--- src/rtl/uart_cmd_ctrl.sv ---
// uart_cmd_ctrl: frames ASCII commands "<start><cmd><hex...><end>" from the UART
// receiver and issues one (addr, data) write to the DDS configuration bus over a
// valid/ready handshake. Malformed or stalled frames produce one err_pulse each.
module uart_cmd_ctrl #(
   parameter int         DATA_W      = 32,
   parameter logic [7:0] START_CHAR  = 8'h2E,
   parameter logic [7:0] END_CHAR    = 8'h0D,
   parameter int         TIMEOUT_CYC = 100000
) (
   input  logic              clk,
   input  logic              rst,
   input  logic [7:0]        rx_data,
   input  logic              rx_flag,
   output logic              cfg_valid,
   input  logic              cfg_ready,
   output logic [1:0]        cfg_addr,
   output logic [DATA_W-1:0] cfg_data,
   output logic              err_pulse,
   output logic              busy
);

   localparam int MAX_DIG = DATA_W / 4;
   localparam int NDIG_W  = $clog2(MAX_DIG + 1);
   localparam int TMR_W   = $clog2(TIMEOUT_CYC);
   localparam logic [NDIG_W-1:0] NDIG_FULL = NDIG_W'(MAX_DIG);
   localparam logic [TMR_W-1:0]  TMR_LAST  = TMR_W'(TIMEOUT_CYC - 1);

   typedef enum logic [2:0] {S_IDLE, S_CMD, S_DIGIT, S_ISSUE, S_ERROR} state_t;

   state_t              state, state_nxt;
   logic [DATA_W-1:0]   acc;
   logic [NDIG_W-1:0]   ndig;
   logic                err_sticky;
   logic [TMR_W-1:0]    timer;
   logic [1:0]          addr_lat;
   logic [2:0]          cmd_dec;

   logic clr_frame, shift_dig, set_err, latch_cmd, load_out, tmr_clr, tmr_inc;

   // True for ASCII 0-9, A-F, a-f.
   function automatic logic is_hex(input logic [7:0] b);
      return (b >= 8'h30 && b <= 8'h39) || (b >= 8'h41 && b <= 8'h46) ||
             (b >= 8'h61 && b <= 8'h66);
   endfunction

   // Nibble value of a hex character; letters have bit 6 set and a low nibble of 1..6.
   function automatic logic [3:0] hex_nib(input logic [7:0] b);
      return b[3:0] + (b[6] ? 4'd9 : 4'd0);
   endfunction

   // {hit, addr} for the command letter, case-insensitive.
   function automatic logic [2:0] cmd_decode(input logic [7:0] b);
      case (b)
         8'h46, 8'h66: return 3'b100;
         8'h50, 8'h70: return 3'b101;
         8'h41, 8'h61: return 3'b110;
         8'h57, 8'h77: return 3'b111;
         default:      return 3'b000;
      endcase
   endfunction

   assign cmd_dec = cmd_decode(rx_data);

   // State register; reset aborts any frame or pending write outright.
   always_ff @(posedge clk or posedge rst) begin
      if (rst) state <= S_IDLE;
      else     state <= state_nxt;
   end

   // Next-state logic and datapath strobes.
   always_comb begin
      state_nxt = state;
      clr_frame = 1'b0;
      shift_dig = 1'b0;
      set_err   = 1'b0;
      latch_cmd = 1'b0;
      load_out  = 1'b0;
      tmr_clr   = 1'b0;
      tmr_inc   = 1'b0;
      unique case (state)
         S_IDLE: begin
            if (rx_flag && rx_data == START_CHAR) begin
               state_nxt = S_CMD;
               clr_frame = 1'b1;
            end
         end
         S_CMD, S_DIGIT: begin
            if (rx_flag) begin
               // A byte always wins over the timeout, even on the last cycle.
               tmr_clr = 1'b1;
               if (rx_data == START_CHAR) begin
                  state_nxt = S_CMD;
                  clr_frame = 1'b1;
               end else if (state == S_CMD) begin
                  if (rx_data == END_CHAR) begin
                     state_nxt = S_ERROR;
                  end else begin
                     // Unknown command letters still consume the frame, then fail at the end.
                     state_nxt = S_DIGIT;
                     latch_cmd = cmd_dec[2];
                     set_err   = ~cmd_dec[2];
                  end
               end else if (rx_data == END_CHAR) begin
                  if (err_sticky || ndig == '0) begin
                     state_nxt = S_ERROR;
                  end else begin
                     state_nxt = S_ISSUE;
                     load_out  = 1'b1;
                  end
               end else if (is_hex(rx_data)) begin
                  if (ndig == NDIG_FULL) set_err = 1'b1;
                  else                   shift_dig = 1'b1;
               end else begin
                  set_err = 1'b1;
               end
            end else if (timer == TMR_LAST) begin
               state_nxt = S_ERROR;
            end else begin
               tmr_inc = 1'b1;
            end
         end
         S_ISSUE: begin
            if (cfg_valid && cfg_ready) state_nxt = S_IDLE;
         end
         S_ERROR: state_nxt = S_IDLE;
         default: state_nxt = S_IDLE;
      endcase
   end

   // Frame accumulator, digit count, sticky error, inter-byte timer, command latch.
   always_ff @(posedge clk or posedge rst) begin
      if (rst) begin
         acc        <= '0;
         ndig       <= '0;
         err_sticky <= 1'b0;
         timer      <= '0;
         addr_lat   <= '0;
      end else begin
         if (clr_frame) begin
            acc        <= '0;
            ndig       <= '0;
            err_sticky <= 1'b0;
            timer      <= '0;
         end else begin
            if (shift_dig) begin
               acc  <= {acc[DATA_W-5:0], hex_nib(rx_data)};
               ndig <= ndig + 1'b1;
            end
            if (set_err) err_sticky <= 1'b1;
            if (tmr_clr)      timer <= '0;
            else if (tmr_inc) timer <= timer + 1'b1;
         end
         if (latch_cmd) addr_lat <= cmd_dec[1:0];
      end
   end

   // Registered outputs; cfg_valid rises one cycle after entering ISSUE and
   // cfg_addr/cfg_data hold their value until the next accepted frame.
   always_ff @(posedge clk or posedge rst) begin
      if (rst) begin
         cfg_valid <= 1'b0;
         cfg_addr  <= '0;
         cfg_data  <= '0;
         err_pulse <= 1'b0;
         busy      <= 1'b0;
      end else begin
         cfg_valid <= (state == S_ISSUE) && (state_nxt == S_ISSUE);
         err_pulse <= (state_nxt == S_ERROR);
         busy      <= (state_nxt != S_IDLE);
         if (load_out) begin
            cfg_addr <= addr_lat;
            cfg_data <= acc;
         end
      end
   end

endmodule

--- config.mk ---
export PLATFORM = sky130hd
export DESIGN_NAME = uart_cmd_ctrl
export DESIGN_NICKNAME = d
export VERILOG_FILES = /design/src/rtl/uart_cmd_ctrl.sv
export SDC_FILE = /design/constraint.sdc
export NUM_CORES = 1
export LEC_CHECK = 0
export CAP_MARGIN = 20
export CORE_MARGIN = 2
export CORE_UTILIZATION = 50
export CTS_CLUSTER_DIAMETER = 60
export DETAILED_ROUTE_END_ITERATION = 10
export PLACE_DENSITY = 0.82
export SKIP_LAST_GASP = 1
export SYNTH_ARGS = -nofsm -noshare
export SYNTH_HDL_FRONTEND = slang
export SYNTH_SLANG_ARGS = --single-unit
--- constraint.sdc ---
create_clock -name clk -period 3.2 [get_ports clk]
set_input_delay 0.8 -clock clk [delete_from_list [all_inputs] [get_ports clk]]
set_output_delay 0.8 -clock clk [all_outputs]
set_load 0.02 [all_outputs]
# Yosys cells after proc, flatten, opt, wreduce, memory -nomap -nowiden
# Cells that the tools add are included.
[word_totals]
regBits = 96
latchBits = 0
ram_bits = 0
rom_bits = 0
inputBits = 12
out_inout_bits = 37
word_cells = 114
n_memories = 0
[classes]
addsub = 3
n_mul = 0
n_div = 0
n_lt_le_gt_ge = 6
eq_ne = 17
n_shift = 0
n_mux = 56
bitwise = 1
n_reduce_logical = 20
[op_table]
columns = ["operator", "n"]
rows = [
  ["$eq 8x7->1 const B", 8],
  ["$mux 32", 2],
  ["$mux 17", 3],
  ["$mux 1", 36],
  ["$mux 3", 9],
  ["$add 17x1->17 const B", 1],
  ["$eq 17x17->1 const B", 1],
  ["$ge 8x7->1 const B", 2],
  ["$le 8x7->1 const B", 2],
  ["$mux 4", 3],
  ["$pmux 3 s4", 1],
  ["$reduce_or 2->1", 5],
  ["$eq 3x2->1 const B", 3],
  ["$pmux 3 s3", 1],
  ["$eq 8x4->1 const B", 1],
  ["$eq 8x6->1 const B", 1],
  ["$ge 8x6->1 const B", 1],
  ["$le 8x6->1 const B", 1],
  ["$logic_and 1x1->1", 6],
  ["$reduce_bool 3->1", 2],
  ["$add 4x1->4 const B", 1],
  ["$add 4x4->4", 1],
  ["$eq 4x4->1 const B", 1],
  ["$logic_not 4->1", 1],
  ["7 further kinds", 10],
]

# Logic depth before layout (Yosys ltp)
# Gate-level depths: netlist of run 1.
[logic_depth]
depth_word = 12
depth_mapped = 7

# Worst setup path before layout of run 1
# No wires, ideal clock.
[synth_path]
path_type = "in2reg"
startpoint = "in rx_data[2]"
endpoint = "reg acc[10]"
arrival_ns = 2.575
slack_ns = 0.558
cell_stages = 7
path_buffers = 2
cell_sequence = "clkbuf_1 and2_1 a2111oi_0 o21ai_1 nor3_1 buf_2 a22o_1"
[synth_via]
elab_chain_len = 11
[synth_rtl]
columns = ["element", "line_no", "source"]
rows = [
  ["from (decl)", "12", "input logic [7:0] rx_data,"],
  ["$ge 8x6->1, or another cell as far along", "42", "return (b >= 8'h30 && b <= 8'h39) || (b >= 8'h41 && b <= 8'h46) ||"],
  ["$logic_and 1x1->1", "42", ""],
  ["$logic_or 1x1->1 (2 in a row)", "42", ""],
  ["$mux 1", "110", "end else if (is_hex(rx_data)) begin"],
  ["$mux 1", "103", "end else if (rx_data == END_CHAR) begin"],
  ["$mux 1", "94", "end else if (state == S_CMD) begin"],
  ["$mux 1", "91", "if (rx_data == START_CHAR) begin"],
  ["$mux 1", "88", "if (rx_flag) begin"],
  ["$mux 1", "80", "unique case (state)"],
  ["$reduce_bool 2->1 (no line)", "n/a", ""],
  ["to (signal assigned)", "146", "acc <= {acc[DATA_W-5:0], hex_nib(rx_data)};"],
  ["to (decl)", "31", "logic [DATA_W-1:0] acc;"],
]
# Several ways; a longest one is shown, not always the timed one.
# A chain may end at the register's enable or synchronous reset.

# Worst setup path in the final report of run 1
[layout_path]
startpoint = "in rx_data[2]"
endpoint = "reg acc[31]"
# Same word-level chain as after synthesis.

==> results of run 1 <==
[metrics by stage]
stage	cell area (um^2)	worst slack (ns)	hold WS, ns
floorplan	4293	0.5583	0.4620
global placement	4942	0.1550	0.4842
detailed placement	4942	0.1300	0.4934
CTS	5161	0.5089	0.5171
global route	5161	0.2887	0.5362
finish	5161	0.4804	0.5137
[report_power, final]
| part | internal, W | switching, W | total, W |
|---|---|---|---|
| Sequential | 0.00129 | 0.0000794 | 0.00137 |
| Clock | 0.000384 | 0.000458 | 0.000842 |
| Combinational | 0.000106 | 0.000108 | 0.000214 |
[metal layers]
metal  GRT usage  vias to the layer above  share of wire
li1            -                     1393              -
met3     0.04046                        6          0.040
met4     0.04659                        0          0.011
met2      0.3007                       68           0.49
met1      0.2612                     1509           0.45
met5           0                        -              0
[kinds of logic (layout without fill, tap and decap cells)]
family | count (synthesis) | in the layout | synth area share
AOI/OAI and AO/OA | 66 | 66 | 0.1161
adders and majority gates | 5 | 5 | 0.01459
and+or+nand+nor | 103 | 103 | 0.1362
DFF | 96 | 96 | 0.5601
muxes | 39 | 39 | 0.1018
buffers and inverters | 24 | 82 | 0.03063
xor gates and xnor gates | 19 | 19 | 0.04055
[final timing paths]
check | startpoint | endpoint | slack [ns] | cells past startpoint
worst min register to register | cfg_data[30] | cfg_data[30] | 0.51 | 1
max in group asynchronous | rst | timer[5] | 1.59 | 3
worst max register to register | timer[12] | busy | 0.51 | 5
min in group asynchronous | rst | acc[21] | 0.88 | 2
worst min-delay path | cfg_data[30] | cfg_data[30] | 0.51 | 1
worst max-delay path | rx_data[2] | acc[31] | 0.48 | 7
[worst max-delay path, cell delays in order]
cell,delay [ns]
clkdlybuf4s50_1,0.48
and2_1,0.20
a2111oi_0,0.55
o21a_1,0.28
a31oi_2,0.22
buf_12,0.24
a22o_1,0.19
[sequential cells by signal (all words and copies together) (netlist names)]
signal / count
acc: 32
addr_lat: 2
busy: 1
cfg_addr: 2
cfg_data: 32
cfg_valid: 1
err_pulse: 1
err_sticky: 1
ndig: 4
state: 3
timer: 17
[cell type report]
class | count | share of cell area
Clock buffer | 9 | 0.02400
Timing Repair Buffer | 62 | 0.1207
Tap cell | 105 | 0.02545
Clock inverter | 7 | 0.01842
Sequential cell | 96 | 0.4655
Inverter | 4 | 0.003636
Multi-Input combinational cell | 232 | 0.3423
[cell usage in the layout, fill, tap and decap left out, drive strengths merged, types with 9 or more instances in the layout]
master | netlist | layout
mux2 | 37 | 37
clkdlybuf4s50 | 0 | 48
buf | 8 | 14
nand2 | 14 | 14
xor2 | 15 | 15
a22o | 33 | 33
a21oi | 10 | 10
nor2 | 23 | 23
clkbuf | 12 | 9
dfrtp | 96 | 96
nand3 | 13 | 13
==> summary.md, run 1 <==
| Metric | Value |
|---|---|
| Antenna violations before repair | `0` |
| Worst VDD drop | `0.3106 mV` |
| Largest area contributor in the netlist | `dfrtp_1` |
| First-pass GRT wire length | `roughly 15000 um` |
| Synth cell count leaders | `dfrtp_1 (96), mux2_2 (37), a22o_1 (33)` |
| Status | `finished clean` |
| Layout cells sized above 1 | `0.1976` |
| Multi-input logic area | `0.001767 mm^2` |
| Slew @ Worst Pin | `0.6893 ns` |
| Unique masters post-synth | `56` |
| Max_slew headroom | `0.5395` |
| CTS H-tree depth | `3` |
| RD Place Congestion | `0.8403` |
| Leakage | `2.397 nW` |
| Initial DRC Count | `~170` |
| Via count | `approximately 3000` |
| Setup violators final | `0` |
| Count of flip-flops with a built-in enable after synthesis | `0` |
| Ports | `a little under 50` |
| Total CTS buffers | `9` |
| Chip width | `96.62 um` |
| DR pass1 iterations | `4` |
| Pwr Density | `469.7 mW/mm^2` |
| Port bufs | `48` |
| Average vias per placed instance | `5.779` |
| CP endpoint kind | `flop` |
| CTS max path bufs | `2` |
| Die Ht | `96.62 um` |
| Setup Skew | `0.01989 ns` |
| GRT Total Usage | `0.1870` |
| Overflow after GRT | `0` |
| Seq cells post-synth | `between 90 and 100` |
| Final Core Density | `0.6250` |
| Vias in the first global route | `3018` |
| Kind of critical path | `in -> reg` |
| CP required | `between 3 and 4 ns` |
| Die area | `0.009335 mm^2` |
| Post-synthesis net count | `369` |
| Post-route DRC | `0` |
| Detail-routed net length per standard cell | `around 16 um` |
| Total area of sequential cells | `0.002402 mm^2` |
| Crit path max fanout | `27` |
| Final Max Tran Viols | `0` |
| Final Net Count | `422` |
| Clock Sink Count | `96` |
| Register area share after synthesis | `0.5601` |
| Mapped Cells | `around 350` |
| Top cells by area, synth | `dfrtp_1 (56%), mux2_2 (9.7%), a22o_1 (6.7%), xor2_1 (3.1%), nor2_1 (1.8%)` |
| Clk Latency, worst-skew pair | `0.37 ns` |
| Yosys warnings | `0` |
| Top cell type's share of synthesized area | `0.5601` |
| Drt total wl | `8180 um` |
| Setup_tns | `0 ns` |
| Clock transition at path regs | `0.10 ns` |
| Power Total | `0.002424 W` |
| Post-DP HPWL | `5766 um` |
| Min Tclk post-route | `roughly 2.7 ns` |
| Area grow syn2layout | `20.33%` |
| Post-synthesis async set-or-reset flop share | `1.000` |
| Most common cell in the netlist | `dfrtp_1` |
| Fin crit share | `0.8499` |
| Largest net degree at the start of global routing | `44` |
| Cell Count, Final, Fillers Out | `between 500 and 600` |
| Nature of the critical path startpoint | `input pin` |
| # rows | `33` |
| Setup bufs post-CTS | `0` |
| Post-cts hold buffer count | `0` |
| Hold Crit Class | `reg -> reg` |
| Post-route ant nets | `0` |
| Main flop type after synthesis | `dfrtp_1` |
| CTS Root Cell | `clkbuf_8` |
| Ant. Diodes | `0` |
| CORE AREA | `0.008258 mm^2` |
| Post-placement cell count | `499` |
| # resized after CTS | `0` |
| Initial Utilization | `0.5194` |
| Final Hold Fails | `0` |
| Fill count | `637` |
| Cell area after synthesis | `0.004289 mm^2` |
| Worst EP arrival | `2.97 ns` |
| RSZ-0062 raised after global routing | `no` |
| CTS tree | `done` |
| Syn avg cell area | `between 10 and 15 um^2` |
| Max Cap Viol | `0` |
| Fmax | `367.7 MHz` |
Power figures use the tool's default switching activity.
==> inputs of run 2 (changes only) <==
PLACE_DENSITY = 0.79   (was 0.82)
clock period = 2.6 ns   (was 3.2 ns; I/O delays follow)
==> run 2 against run 1 <==
Against the previous run: global-route usage is 0.81 points higher; die area did not move; sequential share of layout area is 1.8 points lower; first-iteration DRC count rose by 8.1%; largest cell class unchanged.
==> summary.md, run 2 (synthesized netlist as in run 1, its figures left out) <==
| Metric | Value |
|---|---|
| CTS Root Cell | `clkbuf_8` |
| Final Net Count | `447 (+5.9%)` |
| Detail-routed net length per standard cell | `16.19 um (+1.9%)` |
| Final hold slack | `0.5122 ns (-0.001517 ns)` |
| Nature of the critical path startpoint | `flop` |
| Clk Latency, worst-skew pair | `0.36 ns (about the same)` |
| Clock Sink Count | `96 (unchanged)` |
| Hold path start | `acc[31]` |
| PnR worst setup slack | `0.09052 ns (-0.3899 ns)` |
| Post-route cell area | `0.005364 mm^2 (+3.9%)` |
| Post-route DRC | `0 (unchanged)` |
| Worst EP arrival | `2.75 ns (-0.22 ns)` |
| Worst hold stages | `1 (unchanged)` |
| Largest regs | `acc x32, cfg_data x32, timer x17` |
| Vias in the first global route | `3106 (+2.9%)` |
| Min Tclk post-route | `2.509 ns` |
| R2R Setup Slk | `0.09 ns (-0.42 ns)` |
| Chip width | `96.62 um (unchanged)` |
| Pre-CTS setup slack | `-0.2972 ns (-0.4273 ns)` |
| Setup Skew | `0.01120 ns (-0.008689 ns)` |
| Largest net degree at the start of global routing | `97 (+120%)` |
| CTS H-tree depth | `3 (unchanged)` |
| Crit path max fanout | `4 (-85%)` |
| Initial Utilization | `0.5194 (unchanged)` |
| Commonest non-fill, non-tap cell in the layout | `dfrtp_1` |
| Port bufs | `48 (unchanged)` |
| Via count | `3011 (+1.2%)` |
| Layout cells sized above 1 | `0.2483 (+0.05071)` |
| CP required | `2.84 ns (-0.61 ns)` |
| Crit path cell chain | `or4b_1 -> or4_4 -> a311oi_2 -> a221oi_1 -> or4_1` |
| Post-Place Cell Area | `0.005155 mm^2 (+4.3%)` |
| Antenna violations before repair | `0 (unchanged)` |
| Final Core Density | `0.6495 (+0.02455)` |
| First-pass GRT wire length | `15170 um (+4.5%)` |
| Max Cap Viol | `0 (unchanged)` |
| Setup violators final | `0 (unchanged)` |
| Final Max Tran Viols | `0 (unchanged)` |
| Final Hold Fails | `0 (unchanged)` |
| Die Ht | `96.62 um (unchanged)` |
| Initial DRC Count | `187 (+8.1%)` |
| Average vias per placed instance | `5.576 (-3.5%)` |
| Post-cts hold buffer count | `0 (unchanged)` |
| Power Total | `0.002930 W (+21%)` |
| Kind of critical path | `reg -> reg` |
| Total CTS buffers | `9 (unchanged)` |
| Area grow syn2layout | `25.06%` |
| Worst R2R Path Depth | `5 (unchanged)` |
| Largest stage delay, worst path | `0.59 ns (+0.04 ns)` |
| Status | `finished clean` |
| CP endpoint kind | `flop` |
| Worst reg2reg path startpoint | `timer[12]` |
| RD Place Congestion | `0.8890 (+5.8%)` |
| Hold path endpoint | `acc[31]` |
| Ports | `49 (unchanged)` |
| Hold Crit Class | `reg -> reg` |
| DR pass1 iterations | `4 (unchanged)` |
| Setup bufs post-CTS | `0 (unchanged)` |
| Fin crit share | `0.9652` |
| CORE AREA | `0.008258 mm^2 (unchanged)` |
| Slew @ Worst Pin | `0.5752 ns (-0.1141 ns)` |
| Overflow after GRT | `0 (unchanged)` |
| Pwr Density | `546.2 mW/mm^2 (+16%)` |
| Most frequent cells in the layout | `dfrtp_1 (96), clkdlybuf4s50_1 (48), mux2_2 (37), buf_4 (34), a22o_1 (33)` |
| Max_slew headroom | `0.6136 (+0.07406)` |
| Clock transition at path regs | `0.11 ns (about the same)` |
| Die area | `0.009335 mm^2 (unchanged)` |
| Ant. Diodes | `0 (unchanged)` |
| CTS max path bufs | `2 (unchanged)` |
| CTS tree | `done` |
| Fmax | `398.5 MHz` |
| # rows | `33 (unchanged)` |
| Post-DP HPWL | `6047 um (+4.9%)` |
| Worst-path cell with the longest stage delay | `or4_4` |
| Post-route ant nets | `0 (unchanged)` |
| RSZ-0062 raised after global routing | `no` |
| Worst r2r dst | `busy` |
| GRT Total Usage | `0.1951 (+0.008124)` |
| Drt total wl | `8740 um (+6.8%)` |
| Worst VDD drop | `0.3263 mV (+5.1%)` |
| Leakage | `2.516 nW (+5.0%)` |
[run 2: worst max-delay path by stage]
stage / startpoint / to / slack (ns)
detailed placement: rx_data[2] / acc[12] / -0.30
floorplan: rx_data[2] / acc[10] / 0.11
finish: timer[12] / busy / 0.09
global placement: rx_data[1] / acc[30] / -0.19
global route: timer[12] / busy / 0.04
CTS: timer[12] / busy / 0.04
[run 2: power by group]
| part | switching [W] | internal [W] | total [W] | leakage [nW] |
|---|---|---|---|---|
| Clock | 0.000580 | 0.000379 | 0.000959 | 0.0946 |
| Combinational | 0.000142 | 0.000146 | 0.000288 | 1.09 |
| Sequential | 0.0000964 | 0.00159 | 0.00168 | 1.33 |
[run 2: cell type report]
| class | instances | area, um^2 |
|---|---|---|
| fillers | 623 | 2894 |
| flip-flops and latches | 96 | 2402 |
| multi-input cells | 232 | 1778 |
| repair buffers | 87 | 835.8 |
| well taps | 105 | 131.4 |
| clock buffers | 9 | 123.9 |
| clock inverters | 7 | 73.82 |
| inverters | 4 | 18.77 |
[run 2: metal layers]
layer / share of wire / GRT usage / wire length [um] / vias up
li1: - / - / - / 1437
met1: 0.46 / 0.2718 / 4051 / 1508
met2: 0.50 / 0.3120 / 4341 / 59
met3: 0.027 / 0.03324 / 237 / 7
met4: 0.013 / 0.06717 / 110 / 0
met5: 0 / 0 / 0 / -
[run 2: through the flow]
step,TNS (ns),instances
after floorplan,0,352
after detailed placement,-9.359,524
after CTS,0,540
after global placement,-6.544,524
after global routing,0,540
final,0,540
[run 2: worst max-delay path: cells and delay by family (launching register included)]
| kind | cells | cell delay, ns |
|---|---|---|
| and+or+nand+nor | 3 | 1.57 |
| DFF | 1 | 0.43 |
| AOI/OAI and AO/OA | 2 | 0.39 |
[run 2: what timing repair did]
item | 4_1_cts | 5_1_grt
endpoints found under the hold margin | 0 | 0
endpoints found under the setup margin | 0 | 2
gates resized for setup | 0 | 3
==> inputs of run 3 (changes only) <==
CORE_UTILIZATION = 30   (was 50)
PLACE_DENSITY = 0.55   (was 0.79)
==> run 3 against run 2 <==
Against the previous run: clock skew fell by 0.0023 ns; utilization decreased by 25 points; final area increased by 3.6%; critical path depth unchanged; combinational power is 2% higher; global-route usage shrank 6.5 points; routed wire length is 3.9% higher; sequential power about the same; highest routed layer unchanged.
==> summary.md, run 3 (synthesized netlist as in run 1, its figures left out) <==
| Metric | Value |
|---|---|
| Status | `finished clean` |
| Post-placement cell count | `598 (+14%)` |
| CTS Root Cell | `clkbuf_16` |
| RSZ-0062 raised after global routing | `yes` |
| Slew @ Worst Pin | `0.5790 ns (+0.003833 ns)` |
| # rows | `43 (+30%)` |
| Fmax | `392.4 MHz (-1.5%)` |
| Via count | `3032 (+0.70%)` |
| Setup violators final | `0 (unchanged)` |
| Post-DP HPWL | `6234 um (+3.1%)` |
| Clk Latency, worst-skew pair | `0.35 ns (about the same)` |
| CTS H-tree depth | `3 (unchanged)` |
| Top Usage Layer GRT | `met2` |
| Final Net Count | `446 (-0.22%)` |
| Area grow syn2layout | `29.52%` |
| Cell Count, Final, Fillers Out | `614 (+14%)` |
| Initial Utilization | `0.3078 (-0.2116)` |
| Hold Crit Class | `reg -> reg` |
| CTS max path bufs | `2 (unchanged)` |
| Die area | `0.01527 mm^2 (+64%)` |
| Max_slew headroom | `0.6110 (-0.002575)` |
| CORE AREA | `0.01393 mm^2 (+69%)` |
| RD Place Congestion | `0.8351 (-6.1%)` |
| Nature of the critical path startpoint | `flop` |
| Port bufs | `48 (unchanged)` |
| Final Core Density | `0.3987 (-0.2509)` |
| Post-route DRC | `0 (unchanged)` |
| CP endpoint kind | `flop` |
| Largest regs | `acc x32, cfg_data x32, timer x17` |
| Die Ht | `123.6 um (+28%)` |
| Power Total | `0.003277 W (+12%)` |
| Clock Sink Count | `96 (unchanged)` |
| Setup Skew | `0.008939 ns (-0.002261 ns)` |
| GR Util met2 | `0.1999 (-0.1121)` |
| Vias in the first global route | `3114 (+0.26%)` |
| Overflow after GRT | `0 (unchanged)` |
| Combinational share of power | `0.090 (-0.008)` |
| Average vias per placed instance | `4.938 (-11%)` |
| Clk network pwr share | `0.398 (+0.071)` |
| Ports | `49 (unchanged)` |
| Post-route ant nets | `0 (unchanged)` |
| Pwr Density | `589.8 mW/mm^2 (+8.0%)` |
| Final Max Tran Viols | `0 (unchanged)` |
| Commonest non-fill, non-tap cell in the layout | `dfrtp_1` |
| CP required | `2.81 ns (-0.03 ns)` |
| GR Layer Usage met3 | `0.03663 (+0.003393)` |
| Chip width | `123.6 um (+28%)` |
| DR pass1 iterations | `4 (unchanged)` |
| Net switching power figure | `0.0008632 W (+5.4%)` |
| Met1 global-route usage | `0.1765 (-0.09536)` |
| Final Hold Fails | `0 (unchanged)` |
| Min Tclk post-route | `2.548 ns (+0.03896 ns)` |
| Largest stage delay, worst path | `0.60 ns (about the same)` |
| Worst EP arrival | `2.76 ns (about the same)` |
| Crit path cell chain | `or4b_1 -> or4_4 -> a311oi_2 -> a221oi_1 -> or4_1` |
| First-pass GRT wire length | `15440 um (+1.7%)` |
| Fin crit share | `0.9802 (+0.01498)` |
| Antenna violations before repair | `0 (unchanged)` |
| Largest net degree at the start of global routing | `97 (unchanged)` |
| Worst Path Buf+Inv | `0 (unchanged)` |
| CTS tree | `done` |
| Initial DRC Count | `178 (-4.8%)` |
| P_int | `0.002414 W (+14%)` |
| Worst VDD drop | `0.2836 mV (-13%)` |
| Crit path max fanout | `3 (-1)` |
| Max Cap Viol | `0 (unchanged)` |
| Kind of critical path | `reg -> reg` |
| Fill count | `1349 (+120%)` |
| Crit-path leading delay family | `simple AND/OR/NAND/NOR gates` |
| Total CTS buffers | `9 (unchanged)` |
| Worst-path cell with the longest stage delay | `or4_4` |
| Ant. Diodes | `0 (unchanged)` |
| GRT Total Usage | `0.1303 (-0.06486)` |
| Drt total wl | `9077 um (+3.9%)` |
| Most frequent cells in the layout | `dfrtp_1 (96), clkdlybuf4s50_1 (48), mux2_2 (37), a22o_1 (33), buf_4 (33)` |
| Clock transition at path regs | `0.07 ns (-0.04 ns)` |
| Detail-routed net length per standard cell | `14.78 um (-8.7%)` |
| Flop pwr share | `0.512 (-0.062)` |
| Leakage | `2.561 nW (+1.8%)` |
| Layout cells sized above 1 | `0.2465 (-0.001732)` |
| Net Sw Frac | `0.2634 (-0.01610)` |
| Final hold slack | `0.5034 ns (-0.008739 ns)` |
==> run 3: per-layer routing <==
layer | vias to the layer above | share of wire
met1 | 1521 | 0.48
li1 | 1452 | -
met3 | 7 | 0.042
met5 | - | 0
met2 | 52 | 0.47
met4 | 0 | 0.014
==> run 3: through the flow <==
step	cell area, um^2	worst slack (ns)	setup TNS (ns)
2_1_floorplan	4293	0.1083	0
3_3_place_gp	5241	-0.2005	-6.763
3_5_place_dp	5241	-0.2377	-6.742
4_1_cts	5554	0.03507	0
5_1_grt	5555	-0.02269	-0.02269
6_report	5555	0.05156	0
==> run 3: final timing paths <==
check	startpoint	end	slack, ns	depth (start not counted)
max	timer[13]	busy	0.05	5
min	acc[29]	acc[29]	0.50	1
max reg2reg	timer[13]	busy	0.05	5
min reg2reg	acc[29]	acc[29]	0.50	1
max in group asynchronous	rst	cfg_data[5]	1.43	3
min in group asynchronous	rst	cfg_data[30]	0.80	3
==> run 3: layout make-up <==
type	instances	area [um^2]	area share
Sequential cell	96	2402	0.4324
Timing Repair Buffer	86	828.3	0.1491
Tap cell	180	225.2	0.04054
Multi-Input combinational cell	232	1778	0.3200
Clock inverter	7	77.57	0.01396
Clock buffer	9	225.2	0.04054
Inverter	4	18.77	0.003378
==> run 3: power groups by stage <==
stage          Sequential [W]  Combinational (W)  Clock, W
2_1_floorplan         0.00168           0.000195         0
3_5_place_dp          0.00171           0.000297         0
5_1_grt               0.00169           0.000340   0.00140
4_1_cts               0.00168           0.000300   0.00135
6_report              0.00168           0.000294   0.00131
3_3_place_gp          0.00170           0.000290         0
==> run 3: timing repair <==
item | CTS | global route
hold endpoints to repair | 0 | 0
hold buffers | 0 | 0
endpoints found under the setup margin | 1 | 34
resized for setup | 2 | 1
buffers inserted | 0 | 0
pin swaps | 0 | 1
==> run 3: worst reg2reg max path, delay by kind of cell, from the launching register on <==
family	cells	cell delay, ns
AND/OR/NAND/NOR	3	1.58
AO/OA/AOI/OAI	2	0.42
flip-flops	1	0.41
